### config.mk
export PLATFORM = sky130hd
export DESIGN_NAME = pkt_wr_dma
export DESIGN_NICKNAME = d
export VERILOG_FILES = /design/src/rtl/pkt_wr_dma.sv
export SDC_FILE = /design/constraint.sdc
export NUM_CORES = 1
export LEC_CHECK = 0
export ABC_AREA = 1
export BUFFER_PORTS_ARGS = -buffer_cell sky130_fd_sc_hd__buf_2
export CELL_PAD_IN_SITES_DETAIL_PLACEMENT = 1
export CELL_PAD_IN_SITES_GLOBAL_PLACEMENT = 1
export CORE_ASPECT_RATIO = 0.8
export CORE_MARGIN = 3
export CORE_UTILIZATION = 40
export DETAILED_ROUTE_END_ITERATION = 16
export GPL_ROUTABILITY_DRIVEN = 0
export GPL_TIMING_DRIVEN = 0
export PLACE_DENSITY_LB_ADDON = 0.1
export SLEW_MARGIN = 20
export SYNTH_ARGS = -nofsm -noshare
export SYNTH_HDL_FRONTEND = slang
export SYNTH_SLANG_ARGS = --single-unit
### constraint.sdc
create_clock -name clk -period 4.31 [get_ports clk]
set_input_delay 0.862 -clock clk [delete_from_list [all_inputs] [get_ports clk]]
set_output_delay 0.862 -clock clk [all_outputs]
set_load 0.1 [all_outputs]
### src/rtl/pkt_wr_dma.sv
// Avalon-MM burst write master: drains one packet per start from a show-ahead FIFO into a ring buffer.
// Optional per-packet length header beat is enabled by defining PKT_WR_DMA_LEN_HDR_EN.
module pkt_wr_dma #(
  parameter int DATA_W    = 32,
  parameter int ADDR_W    = 32,
  parameter int MAX_BURST = 16,
  localparam int BYTES    = DATA_W / 8,
  localparam int BC_W     = $clog2(MAX_BURST) + 1
) (
  input  logic              clk,
  input  logic              reset,
  input  logic              start,
  input  logic [15:0]       pkt_len,
  input  logic [ADDR_W-1:0] buf_base,
  input  logic [ADDR_W-1:0] buf_size,
  input  logic              fifo_empty,
  input  logic [DATA_W-1:0] fifo_data,
  output logic              fifo_rd,
  output logic              busy,
  output logic              done,
  output logic              err,
  output logic [ADDR_W-1:0] wr_ptr,
  output logic [ADDR_W-1:0] address,
  output logic [BC_W-1:0]   burstcount,
  output logic [DATA_W-1:0] writedata,
  output logic [BYTES-1:0]  byteenable,
  output logic              write,
  input  logic              waitrequest
);
  localparam int LB = $clog2(BYTES);
  localparam int CW = (ADDR_W > 17) ? ADDR_W : 17;

  typedef enum logic [1:0] {IDLE, SETUP, BURST, DONE} state_t;
  state_t state, state_nxt;

  logic [16:0]       rem;
  logic [16:0]       words;
  logic [LB-1:0]     tail;
  logic [ADDR_W-1:0] wr_ptr_work;
  logic [ADDR_W-1:0] ptr_inc;
  logic [ADDR_W-1:0] ptr_nxt;
  logic [ADDR_W-1:0] space;
  logic [BC_W-1:0]   beat;
  logic [BC_W-1:0]   blen;
  logic              hdr_beat;
  logic [DATA_W-1:0] hdr_data;
  logic              accept;
  logic              last_in_burst;

`ifdef PKT_WR_DMA_LEN_HDR_EN
  logic        hdr_pend;
  logic [15:0] len_q;

  assign words = 17'(({1'b0, pkt_len} + 17'(BYTES - 1)) >> LB) + 17'd1;

  always_ff @(posedge clk) begin
    if (!reset) begin
      hdr_pend <= 1'b0;
      len_q    <= '0;
    end else if (state == IDLE && start) begin
      hdr_pend <= 1'b1;
      len_q    <= pkt_len;
    end else if (accept) begin
      hdr_pend <= 1'b0;
    end
  end

  assign hdr_beat = (state == BURST) && hdr_pend;
  assign hdr_data = DATA_W'(len_q);
`else
  assign words    = 17'(({1'b0, pkt_len} + 17'(BYTES - 1)) >> LB);
  assign hdr_beat = 1'b0;
  assign hdr_data = '0;
`endif

  // Room left before the ring end, in beats; bursts are clipped so they never wrap.
  assign space   = (buf_size - wr_ptr_work) >> LB;
  assign ptr_inc = wr_ptr_work + ADDR_W'(BYTES);
  assign ptr_nxt = (ptr_inc == buf_size) ? '0 : ptr_inc;

  always_comb begin
    blen = BC_W'(MAX_BURST);
    if (CW'(rem) < CW'(MAX_BURST)) blen = BC_W'(rem);
    if (CW'(space) < CW'(blen)) blen = BC_W'(space);
  end

  assign last_in_burst = (beat == burstcount - BC_W'(1));
  assign accept        = write && !waitrequest;

  always_comb begin
    state_nxt  = state;
    write      = 1'b0;
    fifo_rd    = 1'b0;
    writedata  = '0;
    byteenable = '1;
    busy       = (state != IDLE);
    done       = (state == DONE);
    err        = start && (state != IDLE);
    case (state)
      IDLE: begin
        if (start) state_nxt = (words == 17'd0) ? DONE : SETUP;
      end
      SETUP: begin
        state_nxt = BURST;
      end
      BURST: begin
        write     = hdr_beat || !fifo_empty;
        fifo_rd   = write && !waitrequest && !hdr_beat;
        writedata = hdr_beat ? hdr_data : fifo_data;
        if (!hdr_beat && rem == 17'd1 && tail != '0)
          byteenable = ~({BYTES{1'b1}} << tail);
        if (write && !waitrequest && last_in_burst)
          state_nxt = (rem == 17'd1) ? DONE : SETUP;
      end
      DONE: begin
        state_nxt = IDLE;
      end
      default: state_nxt = IDLE;
    endcase
  end

  always_ff @(posedge clk) begin
    if (!reset) begin
      state       <= IDLE;
      rem         <= '0;
      tail        <= '0;
      wr_ptr      <= '0;
      wr_ptr_work <= '0;
      address     <= '0;
      burstcount  <= '0;
      beat        <= '0;
    end else begin
      state <= state_nxt;
      case (state)
        IDLE: begin
          if (start) begin
            rem         <= words;
            tail        <= pkt_len[LB-1:0];
            wr_ptr_work <= wr_ptr;
          end
        end
        SETUP: begin
          address    <= buf_base + wr_ptr_work;
          burstcount <= blen;
          beat       <= '0;
        end
        BURST: begin
          if (accept) begin
            beat        <= beat + BC_W'(1);
            rem         <= rem - 17'd1;
            wr_ptr_work <= ptr_nxt;
          end
        end
        DONE: begin
          wr_ptr <= wr_ptr_work;
        end
        default: ;
      endcase
    end
  end

endmodule
==> impl_metrics.toml, run 1 <==
[timing]
skew_ps = 11.58
setup_viol = 0
worst_pin_slew_ps = 1098
drv_slew = 0
relSlewSlack_pct = 26.10
rsz0062_at_grt = "no"
setup_tns_ps = 0
max_freq_ghz = 0.2465
finalWorstSetupSlack_ps = 252.5
hold_viol_final = 0
fin_crit_sh_pct = 94.14
fin_crit_ps = 4057

[floorplanning]
row_count = 54
io_pins = 227
start_util_pct = 41.51
die_w_um = 196.0
dieArea_um2 = 30980
core_um2 = 27840
die_y_um = 158.0

[yosys]
synth_ff_type = "dfxtp_1"
synth-compound-area-share_pct = 18.05
synthMuxAreaShare_pct = 0
yosysSeqAreaShare_pct = 22.00
netlist_area_um2 = 11560
synth_top_family_by_area = "simple AND/OR/NAND/NOR gates"
syn-num-nets = 2126
ys_top_cells_by_area = "dfxtp_1 (22%), nand2_1 (17%), inv_1 (8.7%)"
synth_edf_count = 0
synthAdderAreaFrac_pct = 7.861
syn_area_per_cell_um2 = 5.966
yosysWarnings = 0
synth_cells = 1937
synth_top_area_share_pct = 22.00
synthArstFlopShare_pct = 0
synthSimpleGateAreaFrac_pct = 36.39
synth_top_area_cell = "dfxtp_1"
synth-seq-cells = 127
synth.distinct_cells = 57
synth-xor-area-share_pct = 4.840

[final_layout]
drive_gt1_share_pct = 14.51
final_cells = 2557
layout.nets = 2370
fillers = 3957
areaGrowthSynthToFinish_pct = 18.53

[worst_setup_path]
crit_fanout = 10
worstSetupStartpointType = "flop"
critPathCaptureType = "output port"
reg2reg_to = "burstcount[4]"
cp.arrival_ps = 3200
reg2reg_depth = 19
critPathRequiredTime_ps = 3450
ff2ff_setup_slack_ps = 290
crit_type = "flop to output port"
rr_startpoint = "wr_ptr_work[2]"

[clock_tree]
cts_max_level = 4
cts_tree = "done"
cts.sinks = 127
root_buffer = "clkbuf_16"
path_clk_slew_ps = 60
cts_buffer_depth = 2
insertion_delay_ps = 440
cts-hold-fix-buffers = 0
post_cts_buffers = 0
numCtsBuffers = 17

[worst_hold_path]
hp-class = "flop to flop"
hold_depth = 2
min_to = "address[18]"
hold_start = "address[18]"

[route]
wl_per_cell_um = 19.68
finalWirelength_mm = 50.32
vias = 14128
drc = 0
viasPerCell = 5.525
drt_iter0_drc = 1034
antenna_left = 0
first_pass_iters = 7

[placement]
dp.cells = 2526
dp.final_hpwl_mm = 41.64
post-place-ws_ps = 181.9
placement.io_buffers = 225

[grt]
grt_pass1_wl_mm = 76.15
grt_overflow = 0
antenna_found_initial = 0
grt_max_degree = 17
grt_pass1_vias = 13744
globalRouteTotalUtil_pct = 31.46

[flow_run]
cap_violations = 0

[power]
powerDensity_nw_per_um2 = 630.2
leakage_uw = 0.007134
ir_worst_vdd_uv = 399.4

[outcome]
outcome = "finished clean"
area by class of cell:
cell class | count | area (um2) | area share [%]
Clock buffer | 23 | 467.9 | 3.416
Tap cell | 364 | 455.4 | 3.325
Sequential cell | 127 | 2542 | 18.56
Multi-Input combinational cell | 1485 | 7762 | 56.67
Timing Repair Buffer | 225 | 1126 | 8.221
Buffer | 47 | 209.0 | 1.526
Clock inverter | 7 | 87.58 | 0.6394
Antenna cell | 1 | 2.502 | 0.01827
Inverter | 278 | 1044 | 7.619
per-stage QoR:
stage | cell area [um2] | hold slack, ps | total power, uW | util [%]
after floorplan | 11560 | 444.5 | 5632 | -
after global placement | 13140 | 436.7 | 6939 | 47.20
after detailed placement | 13140 | 440.2 | 7079 | 47.20
after CTS | 13690 | 452.4 | 8533 | 49.19
after global routing | 13690 | 466.9 | 9146 | 49.20
final | 13700 | 452.4 | 8632 | 49.20
cell families (layout without fill, tap and decap cells):
kind of cell	Yosys count	in the layout
other cells	1	2
flops	127	127
xor+xnor	52	52
compound gates	389	389
fa+ha+maj	72	72
buf+inv	325	580
simple gates	971	971
placed cells by master (no fill, tap or decap), types with 3 or more instances in the layout:
master,n
and2_1,3
nand2_1,509
a21oi_1,192
xnor2_1,15
nand2_2,8
nand3_2,19
nor3_1,21
or2_2,6
inv_1,268
xor2_1,29
buf_2,229
clkinv_1,4
a31oi_1,14
xnor3_1,7
clkbuf_16,17
nor4_1,4
nor2_4,8
dfxtp_1,127
o211ai_1,5
buf_6,3
nor2_2,4
nand4_1,22
nand3b_1,12
clkinv_2,4
nor2_1,244
clkbuf_1,37
a21boi_0,4
nand3_1,102
o21ai_0,139
inv_2,6
o21bai_1,6
ha_1,71
a221oi_1,4
a21o_1,8
buf_1,5
o21ai_1,4
what timing repair did:
item	4_1_cts	5_1_grt
setup endpoints to repair	0	20
hold endpoints to repair	0	0
resized for setup	0	3
worst max-delay path: stages, from the launching register on:
cell      delay [ps]
dfxtp_1          450
inv_1            100
nor2_2           360
inv_1            180
clkbuf_1         340
clkbuf_2         410
clkbuf_1         310
nor2_1           150
buf_2            440
state kept, by name, summed over array words and instances, names as in the netlist:
signal       flops
address         32
state            2
burstcount       5
wr_ptr_work     32
rem             17
beat             5
tail             2
wr_ptr          32
worst max-delay path by stage:
| stage | from | end | slack, ps | cells past startpoint |
|---|---|---|---|---|
| 4_1_cts | state[1] | writedata[26] | 240 | 8 |
| 3_5_place_dp | buf_size[4] | burstcount[4] | 180 | 19 |
| 5_1_grt | state[1] | writedata[6] | 70 | 8 |
| 6_report | state[1] | writedata[26] | 250 | 8 |
| 2_1_floorplan | waitrequest | rem[16] | 740 | 9 |
| 3_3_place_gp | buf_size[5] | burstcount[4] | 210 | 19 |
metal layers:
metal	vias to the layer above	share of wire, %	global-route usage, %
met3	57	7.5	6.638
li1	6766	-	-
met2	514	43	48.92
met5	-	0	0
met1	6791	48	44.99
met4	0	1.9	6.820
cell usage after synthesis, drive strengths merged (14+ instances only):
cell type	count
a21oi	192
a31oi	14
clkbuf	34
dfxtp	127
ha	71
inv	274
nand2	518
nand3	122
nand4	22
nor2	257
nor3	22
o21ai	143
xnor2	15
xor2	30
power breakdown:
part	total (uW)	internal [uW]	leakage, uW	switching [uW]
Sequential	1830	1440	0.00104	393
Combinational	5360	1290	0.00582	4070
Clock	1440	870	0.000273	566
Total	8630	3600	0.00713	5030
No activity file was read; power rests on OpenSTA's default activity.
==> run 2, diff against run 1 <==
SLEW_MARGIN = 40   (was 20)
clock period = 4.96 ns   (was 4.31 ns; I/O delays follow)
==> impl_metrics.toml, run 2 (same netlist as run 1, synthesis figures left out) <==
[outcome]
outcome = "finished clean"

[clock_tree]
cts_tree = "done"
root_buffer = "clkbuf_16"
cts_max_level = 4
insertion_delay_ps = 440
cts-hold-fix-buffers = 0
path_clk_slew_ps = 60
cts_resized = 0
cts.sinks = 127
cts_buffer_depth = 2
post_cts_buffers = 0
numCtsBuffers = 17

[worst_setup_path]
crit_buf_inv = 6
critPathTopFamily = "buffers and inverters"
critPathCaptureType = "output port"
cp_cell_sequence = "inv_1 > nor2_2 > inv_1 > clkbuf_1 > clkbuf_1 > clkbuf_1 > nor2_1 > buf_2"
worstSetupStartpointType = "flop"
crit_type = "flop to output port"
reg2reg_to = "burstcount[4]"
cp.arrival_ps = 3230
critPathCapture = "writedata[26]"
crit_fanout = 10
cpPeakStageDelay_ps = 480
rr_startpoint = "wr_ptr_work[2]"
crit_cells = 8
ff2ff_setup_slack_ps = 950
startpoint = "state[1]"
slowest_stage = "clkbuf_1"
cpMostUsedCell = "clkbuf_1"
critPathRequiredTime_ps = 3970
reg2reg_depth = 18

[timing]
rsz0062_at_grt = "no"
setup_tns_ps = 0
setup_viol = 0
relSlewSlack_pct = 40.09
skew_ps = 14.16
fin_crit_sh_pct = 85.17
drv_slew = 0
hold_viol_final = 0
fin_crit_ps = 4224
max_freq_ghz = 0.2367
hold_slack_ps = 452.8
worst_pin_slew_ps = 898.7

[floorplanning]
die_w_um = 196.0
io_pins = 227
die_y_um = 158.0
start_util_pct = 41.51
row_count = 54
dieArea_um2 = 30980
core_um2 = 27840

[final_layout]
layout.nets = 2370
reg_top3 = "address x32, wr_ptr x32, wr_ptr_work x32"
drive_gt1_share_pct = 14.59
final_common_cell = "nand2_1"
areaGrowthSynthToFinish_pct = 18.84
diodes = 0
layout_common_cells = "nand2_1 (509), inv_1 (268), nor2_1 (242)"

[route]
finalWirelength_mm = 50.26
viasPerCell = 5.542
antenna_left = 0
drc = 0
vias = 14170
drt_iter0_drc = 988
wl_per_cell_um = 19.66
first_pass_iters = 5

[placement]
placement.io_buffers = 225
dp.final_hpwl_mm = 41.66

[worst_hold_path]
hold_start = "address[18]"
hp-class = "flop to flop"

[power]
leakage_uw = 0.007145
powerDensity_nw_per_um2 = 550.4
ir_worst_vdd_uv = 368.8

[flow_run]
cap_violations = 0

[grt]
grt_max_degree = 17
grt_pass1_wl_mm = 76.27
grt_pass1_vias = 13630
globalRouteTotalUtil_pct = 31.37
antenna_found_initial = 0
grt_overflow = 0
-- run 2: cell count changes in the layout (fill, tap and decap cells not counted), sizes merged --
cell / change
bufinv: +1
clkinv: -2
diode: -1
clkbuf: +3
buf: -1
-- run 2: through the flow --
step | area [um2] | cells | power (uW) | util (%) | setup slack [ps]
2_1_floorplan | 11560 | 1937 | 4894 | - | 1260
3_3_place_gp | 13140 | 2526 | 6030 | 47.20 | 730.9
3_5_place_dp | 13140 | 2526 | 6155 | 47.22 | 723.7
4_1_cts | 13730 | 2557 | 7483 | 49.31 | 765.8
5_1_grt | 13730 | 2557 | 8008 | 49.33 | 562.0
6_report | 13730 | 2557 | 7559 | 49.33 | 735.8
-- run 2: tightest hold or removal path, cell delays in order, from the launching register on --
cell and delay [ps]:
dfxtp_1 310, nand2_1 60, nand2_1 40
-- run 2: how the worst min path moves through the flow --
stage	end	slack (ps)	depth (start not counted)
2_1_floorplan	tail[0]	440	2
3_3_place_gp	address[18]	440	2
3_5_place_dp	address[18]	440	2
4_1_cts	address[18]	450	2
5_1_grt	address[19]	470	2
6_report	address[18]	450	2
-- run 2: where the power goes --
group          internal, uW  switching (uW)  leakage (uW)
sequential             1250             341       0.00104
clock                   813             495      0.000281
combinational          1120            3530       0.00583
total                  3190            4370       0.00714
-- run 2: final cells by class --
cell class / count / area [um2]
Fill cell: 4006 / 14100
Multi-Input combinational cell: 1485 / 7774
Sequential cell: 127 / 2542
Timing Repair Buffer: 225 / 1126
Inverter: 278 / 1044
Clock buffer: 25 / 475.5
Tap cell: 364 / 455.4
Buffer: 47 / 209.0
Clock inverter: 6 / 107.6
-- run 2: routing by layer --
layer	wire length, um	track usage (%)	share of wire [%]
met1	23790	45.16	47
met5	0	0	0
met3	3960	5.915	7.9
met4	648	5.565	1.3
met2	21860	49.57	43
==> run 3, diff against run 2 <==
ABC_AREA = not set   (was 1)
==> impl_metrics.toml, run 3 <==
[worst_setup_path]
startpoint = "buf_size[1]"
critPathRequiredTime_ps = 5320
crit_type = "input port to flop"
cp.arrival_ps = 5190
reg2reg_depth = 17
crit_fanout = 7
rr_startpoint = "rem[4]"
reg2reg_to = "burstcount[3]"
ff2ff_setup_slack_ps = 280
critPathCaptureType = "flop"
cpPeakStageDelay_ps = 460
worstSetupStartpointType = "input port"
cp_cell_sequence = "buf_2 > ha_1 > nor2b_1 > o31a_1 > o21ai_2 > nor3b_4 > nor2_4 > ha_2 > o211ai_1 > o221ai_2 > or4_4 > nor4_2 > and4_1 > nand4_1 > nor4_4 > buf_6 > mux2_4 > nor2_1"
critPathCapture = "burstcount[3]"
slowest_stage = "o211ai_1"

[route]
first_pass_iters = 5
finalWirelength_mm = 49.92
wl_per_cell_um = 22.93
antenna_left = 0
drt_iter0_drc = 1271
drc = 0
vias = 13233
viasPerCell = 6.079

[yosys]
synth_top_family_by_area = "simple AND/OR/NAND/NOR gates"
synth_top_area_cell = "dfxtp_1"
ys_top_cells_by_area = "dfxtp_1 (23%), ha_1 (8.0%), nand2_1 (7.7%)"
yosys.cell_count.top_type = "nand2_1"
synth_edf_count = 0
netlist_area_um2 = 11120
synth.distinct_cells = 80
netlist_top_cells_count = "nand2_1 (229), a21oi_1 (151), dfxtp_1 (127)"
synthSimpleGateAreaFrac_pct = 27.83
synth-compound-area-share_pct = 25.30
syn_area_per_cell_um2 = 7.122
synthAdderAreaFrac_pct = 8.170
synth_cells = 1561
synthArstFlopShare_pct = 0
synthMuxAreaShare_pct = 1.868
synth-xor-area-share_pct = 8.080
synth_top_area_share_pct = 22.87
yosysSeqAreaShare_pct = 22.87
synth_ff_type = "dfxtp_1"
syn-num-nets = 1750
synth-seq-cells = 127
yosysWarnings = 0

[clock_tree]
cts_buffer_depth = 2
root_buffer = "clkbuf_16"
numCtsBuffers = 17
cts_max_level = 4
cts.sinks = 127
cts-hold-fix-buffers = 0
path_clk_slew_ps = 60
cts_tree = "done"
insertion_delay_ps = 430

[outcome]
outcome = "finished clean"

[floorplanning]
core_um2 = 26790
start_util_pct = 41.50
row_count = 53
io_pins = 227
die_y_um = 155.1
die_w_um = 192.4
dieArea_um2 = 29850

[power]
powerDensity_nw_per_um2 = 338.9
finalPower_uw = 4532
ir_worst_vdd_uv = 288.8
leakage_uw = 0.005474

[timing]
hold_viol_final = 0
max_freq_ghz = 0.2072
drv_slew = 0
setup_tns_ps = 0
worst_pin_slew_ps = 964.3
hold_slack_ps = 449.2
fin_crit_ps = 4827
skew_ps = 10.94
rsz0062_at_grt = "no"
relSlewSlack_pct = 35.71
setup_viol = 0
fin_crit_sh_pct = 97.32

[final_layout]
layout.nets = 1998
areaGrowthSynthToFinish_pct = 20.29
diodes = 0
utilization_pct = 49.92
reg_top3 = "address x32, wr_ptr x32, wr_ptr_work x32"
layout_common_cells = "buf_2 (241), nand2_1 (229), a21oi_1 (151)"
design_area_um2 = 13370
final_common_cell = "buf_2"
drive_gt1_share_pct = 17.53

[grt]
globalRouteTotalUtil_pct = 32.51
grt_max_degree = 17
grt_pass1_vias = 12970
grt_pass1_wl_mm = 75.18
antenna_found_initial = 1
grt_overflow = 0

[placement]
dp.final_hpwl_mm = 40.01
placement.io_buffers = 224
placed_cell_area_um2 = 12690

[flow_run]
cap_violations = 0

[worst_hold_path]
hold_depth = 2
hp-class = "flop to flop"
[run 3: cell families after synthesis]
group / Yosys count
other cells: 1
xor+xnor: 101
flops: 127
simple gates: 627
fa+ha+maj: 72
buf+inv: 161
compound gates: 452
mux: 20
[run 3: how the worst min path moves through the flow]
stage / endpoint / slack, ps / from
3_3_place_gp: address[22] / 440 / address[22]
3_5_place_dp: address[25] / 440 / address[25]
5_1_grt: address[13] / 470 / address[13]
6_report: address[8] / 450 / address[8]
4_1_cts: address[4] / 450 / address[4]
2_1_floorplan: rem[6] / 450 / rem[6]
[run 3: area by class of cell]
class / instances / area, um2
plain buffers: 92 / 392.9
clock buffers: 23 / 478.0
clock inverters: 7 / 110.1
fillers: 3552 / 13420
inverters: 69 / 259.0
multi-input cells: 1273 / 7983
flip-flops and latches: 127 / 2542
well taps: 357 / 446.7
repair buffers: 229 / 1162
[run 3: through the flow]
stage | setup WS (ps) | instances
3_3_place_gp | -589.3 | 2142
3_5_place_dp | -591.8 | 2142
5_1_grt | 0.2873 | 2177
2_1_floorplan | 195.4 | 1561
6_report | 132.9 | 2177
4_1_cts | 16.01 | 2173
[run 3: worst max-delay path, delay by kind of cell]
family	cells	cell delay, ps
simple gates	9	1730
compound gates	4	1280
fa+ha+maj	2	580
mux	1	310
buf+inv	2	290
[run 3: where the power goes]
part	internal, uW	leakage [uW]	switching (uW)	total, uW
combinational	498	0.00415	1560	2060
clock	821	0.000293	480	1300
sequential	1100	0.00103	75.5	1170
total	2420	0.00547	2120	4530
[run 3: routing by layer]
metal | wire length [um] | part of all wire [%] | GRT usage, % | up-vias
li1 | - | - | - | 6104
met1 | 22640 | 45 | 46.91 | 6477
met2 | 21760 | 44 | 50.48 | 589
met3 | 4649 | 9.3 | 5.902 | 61
met4 | 858 | 1.7 | 7.108 | 2
met5 | 11 | 0.022 | 0 | -
[run 3: what timing repair did]
action                                  in CTS  in global routing
endpoints found under the setup margin       5                  5
pin swaps                                    3                  5
buffers inserted                             1                  4
resized for setup                            3                 10
